--- src/rtl/keypad_scan_tx_pkg.sv ---
// Key-code constants, scanner state encoding and key-map helpers shared with
// the calculator FSM.
package keypad_scan_tx_pkg;

  localparam logic [7:0] KEY_ADD  = 8'h80;
  localparam logic [7:0] KEY_SUB  = 8'h81;
  localparam logic [7:0] KEY_MUL  = 8'h82;
  localparam logic [7:0] KEY_DIV  = 8'h83;
  localparam logic [7:0] KEY_CLR  = 8'h8E;
  localparam logic [7:0] KEY_EQ   = 8'h8F;
  localparam logic [7:0] KEY_IDLE = 8'hFF;

  localparam logic [3:0] ROWS_IDLE = 4'b1111;

  typedef enum logic [1:0] {
    SCAN       = 2'd0,
    DEBOUNCE   = 2'd1,
    HELD       = 2'd2,
    RELEASE_DB = 2'd3
  } kp_state_e;

  function automatic logic [7:0] key_lookup(input logic [1:0] row, input logic [1:0] col);
    logic [7:0] code;
    code = KEY_IDLE;
    case ({row, col})
      4'h0: code = 8'h01;
      4'h1: code = 8'h02;
      4'h2: code = 8'h03;
      4'h3: code = KEY_ADD;
      4'h4: code = 8'h04;
      4'h5: code = 8'h05;
      4'h6: code = 8'h06;
      4'h7: code = KEY_SUB;
      4'h8: code = 8'h07;
      4'h9: code = 8'h08;
      4'hA: code = 8'h09;
      4'hB: code = KEY_MUL;
      4'hC: code = KEY_CLR;
      4'hD: code = 8'h00;
      4'hE: code = KEY_EQ;
      4'hF: code = KEY_DIV;
      default: code = KEY_IDLE;
    endcase
    return code;
  endfunction

  function automatic logic single_low(input logic [3:0] p);
    return ($countones(~p) == 1);
  endfunction

  function automatic logic [1:0] low_row(input logic [3:0] p);
    logic [1:0] r;
    r = 2'd0;
    for (int i = 3; i >= 0; i--)
      if (!p[i]) r = 2'(i);
    return r;
  endfunction

endpackage

--- src/rtl/keypad_scan_tx_if.sv ---
// Keypad matrix lines plus the key-code / pressed stream to the calculator.
interface keypad_scan_tx_if;
  logic [3:0] row_n;
  logic [3:0] col_n;
  logic [7:0] key_code;
  logic       key_valid;
  logic       pressed;

  modport master (input row_n, output col_n, key_code, key_valid, pressed);
  modport slave  (output row_n, input col_n, key_code, key_valid, pressed);
endinterface

--- src/rtl/keypad_row_sync.sv ---
// Two-flop synchroniser for the asynchronous keypad rows; idles released.
module keypad_row_sync #(
  parameter int W = 4
) (
  input  logic         clk,
  input  logic         rst,
  input  logic [W-1:0] row_n,
  output logic [W-1:0] rs
);
  logic [1:0][W-1:0] sync_pipe;

  always_ff @(posedge clk or posedge rst)
    if (rst) sync_pipe <= '1;
    else     sync_pipe <= {sync_pipe[0], row_n};

  assign rs = sync_pipe[1];
endmodule

--- src/rtl/keypad_scan_tx.sv ---
// 4x4 keypad scanner: column scan, press/release debounce, key-code encode.
// All outputs come straight from flops so pressed is glitch-free.
module keypad_scan_tx
  import keypad_scan_tx_pkg::*;
#(
  parameter int SCAN_DIV     = 1000,
  parameter int DEBOUNCE_CNT = 200000
) (
  input  logic             clk,
  input  logic             rst,
  keypad_scan_tx_if.master kp
);
  localparam int TW = $clog2(SCAN_DIV) + 1;
  localparam int CW = $clog2(DEBOUNCE_CNT) + 1;
  localparam logic [TW-1:0] T_LAST = TW'(SCAN_DIV - 1);
  localparam logic [CW-1:0] C_LAST = CW'(DEBOUNCE_CNT - 1);

  kp_state_e     state_q, state_d;
  logic [1:0]    col_q, col_d;
  logic [TW-1:0] tmr_q, tmr_d;
  logic [CW-1:0] cnt_q, cnt_d;
  logic [3:0]    pat_q, pat_d;
  logic [7:0]    code_q, code_d;
  logic          kv_q, kv_d;
  logic          prs_q, prs_d;
  logic [3:0]    rs;

  keypad_row_sync #(.W(4)) u_sync (
    .clk   (clk),
    .rst   (rst),
    .row_n (kp.row_n),
    .rs    (rs)
  );

  always_ff @(posedge clk or posedge rst)
    if (rst) begin
      state_q <= SCAN;
      col_q   <= 2'd0;
      tmr_q   <= '0;
      cnt_q   <= '0;
      pat_q   <= ROWS_IDLE;
      code_q  <= KEY_IDLE;
      kv_q    <= 1'b0;
      prs_q   <= 1'b0;
    end else begin
      state_q <= state_d;
      col_q   <= col_d;
      tmr_q   <= tmr_d;
      cnt_q   <= cnt_d;
      pat_q   <= pat_d;
      code_q  <= code_d;
      kv_q    <= kv_d;
      prs_q   <= prs_d;
    end

  always_comb begin
    state_d = state_q;
    col_d   = col_q;
    tmr_d   = tmr_q;
    cnt_d   = cnt_q;
    pat_d   = pat_q;
    code_d  = code_q;
    kv_d    = 1'b0;
    prs_d   = prs_q;
    case (state_q)
      SCAN: begin
        // rows are only trusted once the column drive has settled
        if (tmr_q == T_LAST) begin
          tmr_d = '0;
          if (rs == ROWS_IDLE) begin
            col_d = col_q + 2'd1;
          end else begin
            pat_d   = rs;
            cnt_d   = '0;
            state_d = DEBOUNCE;
          end
        end else begin
          tmr_d = tmr_q + 1'b1;
        end
      end
      DEBOUNCE: begin
        if (rs != pat_q) begin
          cnt_d = '0;
          pat_d = rs;
          if (rs == ROWS_IDLE) begin
            tmr_d   = '0;
            state_d = SCAN;
          end
        end else if (cnt_q == C_LAST) begin
          cnt_d = '0;
          // multi-key chords are swallowed; wait for a clean release
          if (single_low(pat_q)) begin
            code_d  = key_lookup(low_row(pat_q), col_q);
            kv_d    = 1'b1;
            prs_d   = 1'b1;
            state_d = HELD;
          end else begin
            state_d = RELEASE_DB;
          end
        end else begin
          cnt_d = cnt_q + 1'b1;
        end
      end
      HELD: begin
        if (rs == ROWS_IDLE) begin
          cnt_d   = '0;
          state_d = RELEASE_DB;
        end
      end
      RELEASE_DB: begin
        if (rs != ROWS_IDLE) begin
          cnt_d = '0;
          if (prs_q) state_d = HELD;
        end else if (cnt_q == C_LAST) begin
          cnt_d   = '0;
          prs_d   = 1'b0;
          col_d   = col_q + 2'd1;
          tmr_d   = '0;
          state_d = SCAN;
        end else begin
          cnt_d = cnt_q + 1'b1;
        end
      end
      default: state_d = SCAN;
    endcase
  end

  assign kp.col_n     = ~(4'b0001 << col_q);
  assign kp.key_code  = code_q;
  assign kp.key_valid = kv_q;
  assign kp.pressed   = prs_q;

endmodule

--- src/flat_wrapper.sv ---
// flat-port wrapper written by rule: the top's interface ports become plain ports
module keypad_scan_tx_flat import keypad_scan_tx_pkg::*;
#(
  parameter int SCAN_DIV     = 1000,
  parameter int DEBOUNCE_CNT = 200000
)
  (clk, rst, kp_row_n, kp_col_n, kp_key_code, kp_key_valid, kp_pressed);
  keypad_scan_tx_if kp_i ();
  input  logic clk;
  input  logic rst;
  input wire logic [$bits(kp_i.row_n)-1:0] kp_row_n;
  output wire logic [$bits(kp_i.col_n)-1:0] kp_col_n;
  output wire logic [$bits(kp_i.key_code)-1:0] kp_key_code;
  output wire logic [$bits(kp_i.key_valid)-1:0] kp_key_valid;
  output wire logic [$bits(kp_i.pressed)-1:0] kp_pressed;
  assign kp_i.row_n = kp_row_n;
  assign kp_col_n = kp_i.col_n;
  assign kp_key_code = kp_i.key_code;
  assign kp_key_valid = kp_i.key_valid;
  assign kp_pressed = kp_i.pressed;
  keypad_scan_tx #(.SCAN_DIV(SCAN_DIV), .DEBOUNCE_CNT(DEBOUNCE_CNT)) u_core (.clk(clk), .rst(rst), .kp(kp_i));
endmodule
--- config.mk ---
export PLATFORM = sky130hd
export DESIGN_NAME = keypad_scan_tx_flat
export DESIGN_NICKNAME = d
export VERILOG_FILES = /design/src/rtl/keypad_scan_tx_pkg.sv /design/src/rtl/keypad_scan_tx_if.sv /design/src/rtl/keypad_row_sync.sv /design/src/rtl/keypad_scan_tx.sv /design/src/flat_wrapper.sv
export SDC_FILE = /design/constraint.sdc
export NUM_CORES = 1
export LEC_CHECK = 0
export ABC_AREA = 1
export BUFFER_PORTS_ARGS = -buffer_cell sky130_fd_sc_hd__buf_2
export CORE_ASPECT_RATIO = 1.25
export CORE_MARGIN = 2
export CORE_UTILIZATION = 40
export CTS_BUF_LIST = sky130_fd_sc_hd__clkbuf_16
export CTS_CLUSTER_SIZE = 24
export DETAILED_ROUTE_END_ITERATION = 10
export PLACE_DENSITY = 0.54
export SETUP_SLACK_MARGIN = 0.2
export SLEW_MARGIN = 10
export SYNTH_ARGS = -nofsm -noshare
export SYNTH_HDL_FRONTEND = slang
export SYNTH_SLANG_ARGS = --single-unit
export TNS_END_PERCENT = 20
--- constraint.sdc ---
create_clock -name clk -period 5.68 [get_ports clk]
set_input_delay 0.568 -clock clk [delete_from_list [all_inputs] [get_ports clk]]
set_output_delay 0.568 -clock clk [all_outputs]
set_load 0.02 [all_outputs]
* Word level (Yosys, flattened, before mapping)
Memory sizes are Yosys's and may differ from the RTL's. A register that Yosys moved wholly into a read port is not among the register bits.
Index checks and enable logic that the tools add are counted.
** Storage, ports and cells
- Bits in writable memories :: 0
- Bits in registers :: 56
- Bits in latches :: 0
- Logic and storage cells :: 108
- Memories kept :: 1
- Input port bits :: 6
- Memory bits (read-only) :: 80
** Cells by class
- Equal/unequal tests :: 24
- Reductions and logical operators :: 12
- $add $sub $neg :: 6
- Bitwise operators :: 3
- Multipliers :: 0
- Shifts and indexed selects :: 1
- Divide/modulo/power cells :: 0
- Multiplexer cells :: 51
- Order comparisons :: 0
** Memory list
- (name not given) :: words 16, width 5, read ports 1, clocked after memory_dff 1, wr ports 0, RTL line keypad_scan_tx_pkg.sv:25 : case ({row, col})
** Operator list (number)
- 19-bit 2-to-1 mux :: 6
- 19-bit one-hot mux with 4 select lines :: 1
- 11-bit 2-to-1 mux :: 5
- 2-bit 2-to-1 mux :: 21
- 11-bit one-hot mux with 3 select lines :: 1
- 32-bit adder :: 1
- 32-bit by 2-bit == test with 1-bit output, second input constant :: 1
- 19-bit by 1-bit adder with 19-bit output, second input constant :: 1
- 19-bit by 18-bit == test with 1-bit output, second input constant :: 1
- 2-bit by 1-bit != test with 1-bit output, second input constant :: 8
- 4-bit 2-to-1 mux :: 3
- 11-bit by 1-bit adder with 11-bit output, second input constant :: 1
- 11-bit by 10-bit == test with 1-bit output, second input constant :: 1
- 1-bit 2-to-1 mux :: 10
- 5-bit AND reduction :: 2
- 4-bit NOT :: 2
- 2-bit one-hot mux with 4 select lines :: 1
- 4-bit one-hot mux with 2 select lines :: 1
- 4-bit AND reduction :: 2
- 7-bit AND reduction :: 1
- 2-bit != test, second input constant :: 3
- 3-bit by 1-bit != test with 1-bit output, second input constant :: 2
- 6-bit AND reduction :: 1
- 2-bit nonzero test :: 3
- other kinds (16) :: 18

* Longest topological paths before layout
- Word-level depth :: 8
- Mapped depth :: 11
- Gate-level depth less buffers :: 11

* Hierarchy
Synthesis repeated with hierarchy kept, for this count alone.
** Second synthesis, totals
- Cells, all modules :: 499
- Area, all modules :: 3628.5 µm²
** By module, submodules not included
- keypad_scan_tx :: cells each 486, area an instance 3384.5 µm², sequential area each 1163.6 µm², instances 1
- keypad_row_sync :: cells each 13, area an instance 244.0 µm², sequential area each 210.2 µm², instances 1

* Worst setup path after synthesis
Ideal clock, no wire load.
- Path type :: register to register
- From :: register u_core.pat_q[0]
- To :: register u_core.code_q[3], in the netlist u_core.kp.key_code[3]
- Setup time :: 60 ps
- Required time :: 5620 ps
- Period minus slack after synthesis :: 2179 ps
- Arrival :: 2119 ps
- Cell stages (with the launch flop) :: 9
- Path buffers :: 0
- Setup slack :: 3501 ps
- Cells stage by stage :: dfstp_2 -> inv_1 -> ha_1 -> ha_1 -> fa_1 -> nand3b_1 -> nor3_4 -> nand3_1 -> nand2_1
** On the way
- Word-level cells in the longest chain between the ends :: 5
** Ends and longest elaborated chain
- start: declaration :: RTL line keypad_scan_tx.sv:22 : logic [3:0] pat_q, pat_d;
- start signal: assignment :: RTL line keypad_scan_tx.sv:50 : pat_q <= pat_d;
- 4-bit NOT or 2-bit 2-to-1 mux (tied branches) :: RTL line keypad_scan_tx_pkg.sv:48, keypad_scan_tx_pkg.sv:55
- 1-bit by 1-bit adder with 2-bit output (implied by the code) or 2-bit 2-to-1 mux (tied branches) :: RTL line keypad_scan_tx_pkg.sv:48, keypad_scan_tx.sv:92
- 32-bit adder (implied by the code) or 2-bit 2-to-1 mux (tied branches) :: RTL line keypad_scan_tx_pkg.sv:48, keypad_scan_tx.sv:89
- 32-bit by 2-bit == test with 1-bit output or 2-bit 2-to-1 mux (tied branches) :: RTL line keypad_scan_tx_pkg.sv:48, keypad_scan_tx.sv:82
- 4-bit AND reduction (no line) or 2-bit 2-to-1 mux (tied branches)
- end: declaration :: RTL line keypad_scan_tx.sv:23 : logic [7:0] code_q, code_d;
Several ways; a longest one is shown, not always the timed one. The select of a mux whose other input is x is not followed.
A chain may end at the register's enable or synchronous reset.

* Final worst setup path
- From :: register u_core.pat_q[2]
- To :: register u_core.code_q[3], in the netlist u_core.kp.key_code[3]
** On the way
- Word-level cells in the longest chain between the ends :: 7
** Ends and longest elaborated chain
- branches (longest 7 deep; another with 32-bit adder)
Several ways; the timed one is not identified. The select of a mux whose other input is x is not followed.

==> results.md <==
* Status: completed
* CTS tree: done
* Combinational power share at 2.0%
* Switch share at 21.3%
* Sw Pwr at 163 uW
* Number of antenna violations at the first check in global routing at 0
* Pin count of the biggest net entering global routing at 55
* Worst VDD drop at 0.127 mV
* Max FO, Critical Path at 4
* Number of enable flip-flop cells after synthesis at 0
* Postcts setup bufs at 0
* Synth-to-layout area growth at 10.4%
* Critical path buffers and inverters at 1
* HP Class: reg -> reg
* Worst Setup End Kind: register
* Min Clock Period, post-route at 2340 ps
* Worst-Margin Slew at 688 ps
* Worst skew pair latency at 300 ps
* Die X at 88.5 um
* Top Ports at 20
* Clock Skew at 6.64 ps
* Synthesized Nets at 523
* Max Cap Violations at 0
* Port Buffer Count at 19
* Post-synthesis sequential area ratio at 38.5%
* Synth cell types at 40
* Async SR Flop Fraction at 100%
* Area leader, netlist: dfrtp_1
* Power share of the clock group at 46.7%
* Yosys reg bits at 54
* Syn_area_per_cell at 7.08 sq um
* Die area at 0.00969 sq mm
* Final Net Count at 542
* Final Hold Vio Count at 0
* Final Util at 45.5%
* Tot GR Track Use at 18.9%
* Sequential share of power at 51.2%
* Core ar. at 0.00865 sq mm
* Synth top area cells: dfrtp_1 25%, nand2_1 18%, dfstp_2 13%
* Hold_buf cts at 0
* DR iter-0 viols at 139
* Vias in the first global route at 3198
* CTS buffer count at 5
* Cts repair resizes at 0
* Slew Viols, Final at 0
* Total Wirelength at 8330 um
* Power, Total at 765 uW
* DR vias at 3177
* # H-tree levels at 2
* DR pass1 iterations at 4
* Commonest cells in the netlist: 172 x nand2_1, 61 x inv_1, 47 x nor2_1
* Post-Synthesis Cell Area at 0.00357 sq mm
* RSZ-0062 raised after global routing: no
* Number of clock sinks at 54
* Root Driver: clkbuf_16
* Post-DP HPWL at 6180 um
* Row count at 38
* Remaining DRCs at 0
* Die Ht at 110 um
* Fin area at 0.00394 sq mm
* Vias per cell at 4.93
* Count leader, synth: nand2_1
* Post-synth top area share at 25.3%
* Initial Utilization at 41.2%
* Cells after DPL at 636
* Final Wtd Congestion at 0.838
* Int Pwr at 602 uW
* Clk slew on worst S/H paths at 70 ps
* First-pass GRT wire length at 14500 um
* P per Cell Area at 194 mW/mm^2
* Number of synthesis warnings at 0
* Period utilization at 41.3%
* Placed inst area at 0.00377 sq mm
* CP max-delay cell: dfstp_2
* Max Root-Sink Buffers at 2
* Sequence of cells on the critical path: inv_1 > ha_1 > ha_1 > fa_1 > nand3b_1 > nor3_4 > nand3_1 > nand2_1
* ANT cells at 0
* Slowest stage delay, CP at 560 ps
* Syn Inst Count at 504
* Layout cells sized above 1 at 14.7%
* Startpoint Class: register
* Top_reg_cell synth: dfrtp_1
* Routed wire per std cell at 12.9 um
* Antenna viol nets, final at 0
* WP data arrival at 2590 ps
* Fmax at 426 MHz
* TNS Setup at 0 ps
* LEAKAGE at 0.00198 uW
* Gr ovfl total at 0
* Non-filler cells, final at 644
* Normalized max-slew margin at 54.1%
* Most common cell on crit path: ha_1
* Cell family with most CP delay: adder cells
* Crit path kind: reg -> reg
* Crit path required time at 5920 ps
* Setup-failing EPs final at 0
==> cells in the final DEF (no fill, tap or decap), drive strengths merged <==
master,n
fa,1
o21bai,1
a22oi,1
clkinv,3
dfrtp,36
nand4,30
nor3,8
o211ai,3
nor2,54
inv,69
and2,1
ha,12
nor4,1
bufinv,1
a21oi,5
a21boi,1
nand3,37
o21ai,25
dfstp,18
nand3b,3
or2,1
nor3b,1
clkbuf,5
buf,20
xnor2,2
xor2,6
nand2,179
==> cell type report <==
| class | instances | area, sq um |
|---|---|---|
| Multi-Input combinational cell | 372 | 1880 |
| Sequential cell | 54 | 1370 |
| Fill cell | 924 | 4720 |
| Timing Repair Buffer | 20 | 103 |
| Tap cell | 120 | 150 |
| Inverter | 70 | 264 |
| Clock buffer | 5 | 125 |
| Clock inverter | 3 | 43.8 |
==> registers in the layout, summed over array words and instances, names as in the netlist <==
| register | count |
|---|---|
| u_core.u_sync.rs | 4 |
| u_core.kp.pressed | 1 |
| u_core.kp.key_valid | 1 |
| u_core.kp.key_code | 6 |
| u_core.cnt_q | 19 |
| u_core.col_q | 2 |
| u_core.state_q | 2 |
| u_core.tmr_q | 11 |
| u_core.pat_q | 4 |
| u_core.u_sync.sync_pipe | 4 |
==> per-stage QoR <==
| step | hold WS [ps] | worst slack [ps] |
|---|---|---|
| 2_1_floorplan | 345 | 3500 |
| 3_3_place_gp | 346 | 3390 |
| 3_5_place_dp | 347 | 3330 |
| 4_1_cts | 353 | 3300 |
| 5_1_grt | 354 | 3170 |
| 6_report | 357 | 3340 |
==> kinds of logic after synthesis <==
logic type | after synthesis | share of synthesized area (%)
adders and majority gates | 13 | 4.77
and+or+nand+nor | 315 | 40.2
xor gates and xnor gates | 8 | 1.96
AOI/OAI and AO/OA | 36 | 5.68
DFF | 54 | 38.5
buffers and inverters | 78 | 8.88
==> layer usage <==
metal | routed length (um) | part of all wire (%) | track usage (%) | vias up
met5 | 0 | 0 | 0 | -
met4 | 84 | 1.0 | 5.52 | 0
met3 | 201 | 2.4 | 2.48 | 6
met2 | 4260 | 51 | 34.7 | 40
met1 | 3790 | 46 | 22.8 | 1482
li1 | - | - | - | 1649
==> power by group through the flow <==
stage | Clock (uW) | Sequential (uW) | Combinational, uW
floorplan | 0 | 398 | 10.4
global placement | 0 | 399 | 16.6
detailed placement | 0 | 399 | 16.9
CTS | 371 | 392 | 16.9
global route | 385 | 392 | 18.9
finish | 357 | 392 | 15.7
==> path summary, 6_finish.rpt <==
kind | from | endpoint | slack (ps) | cells past startpoint
worst min-delay path | u_core.u_sync.sync_pipe[3] | u_core.u_sync.rs[3] | 360 | 0
min in group asynchronous | rst | u_core.cnt_q[3] | 470 | 3
worst max-delay path | u_core.pat_q[2] | u_core.kp.key_code[3] | 3340 | 8
worst min register to register | u_core.u_sync.sync_pipe[3] | u_core.u_sync.rs[3] | 360 | 0
worst max register to register | u_core.pat_q[2] | u_core.kp.key_code[3] | 3340 | 8
max in group asynchronous | rst | u_core.cnt_q[7] | 4760 | 3
No activity file was read; power rests on OpenSTA's default activity.
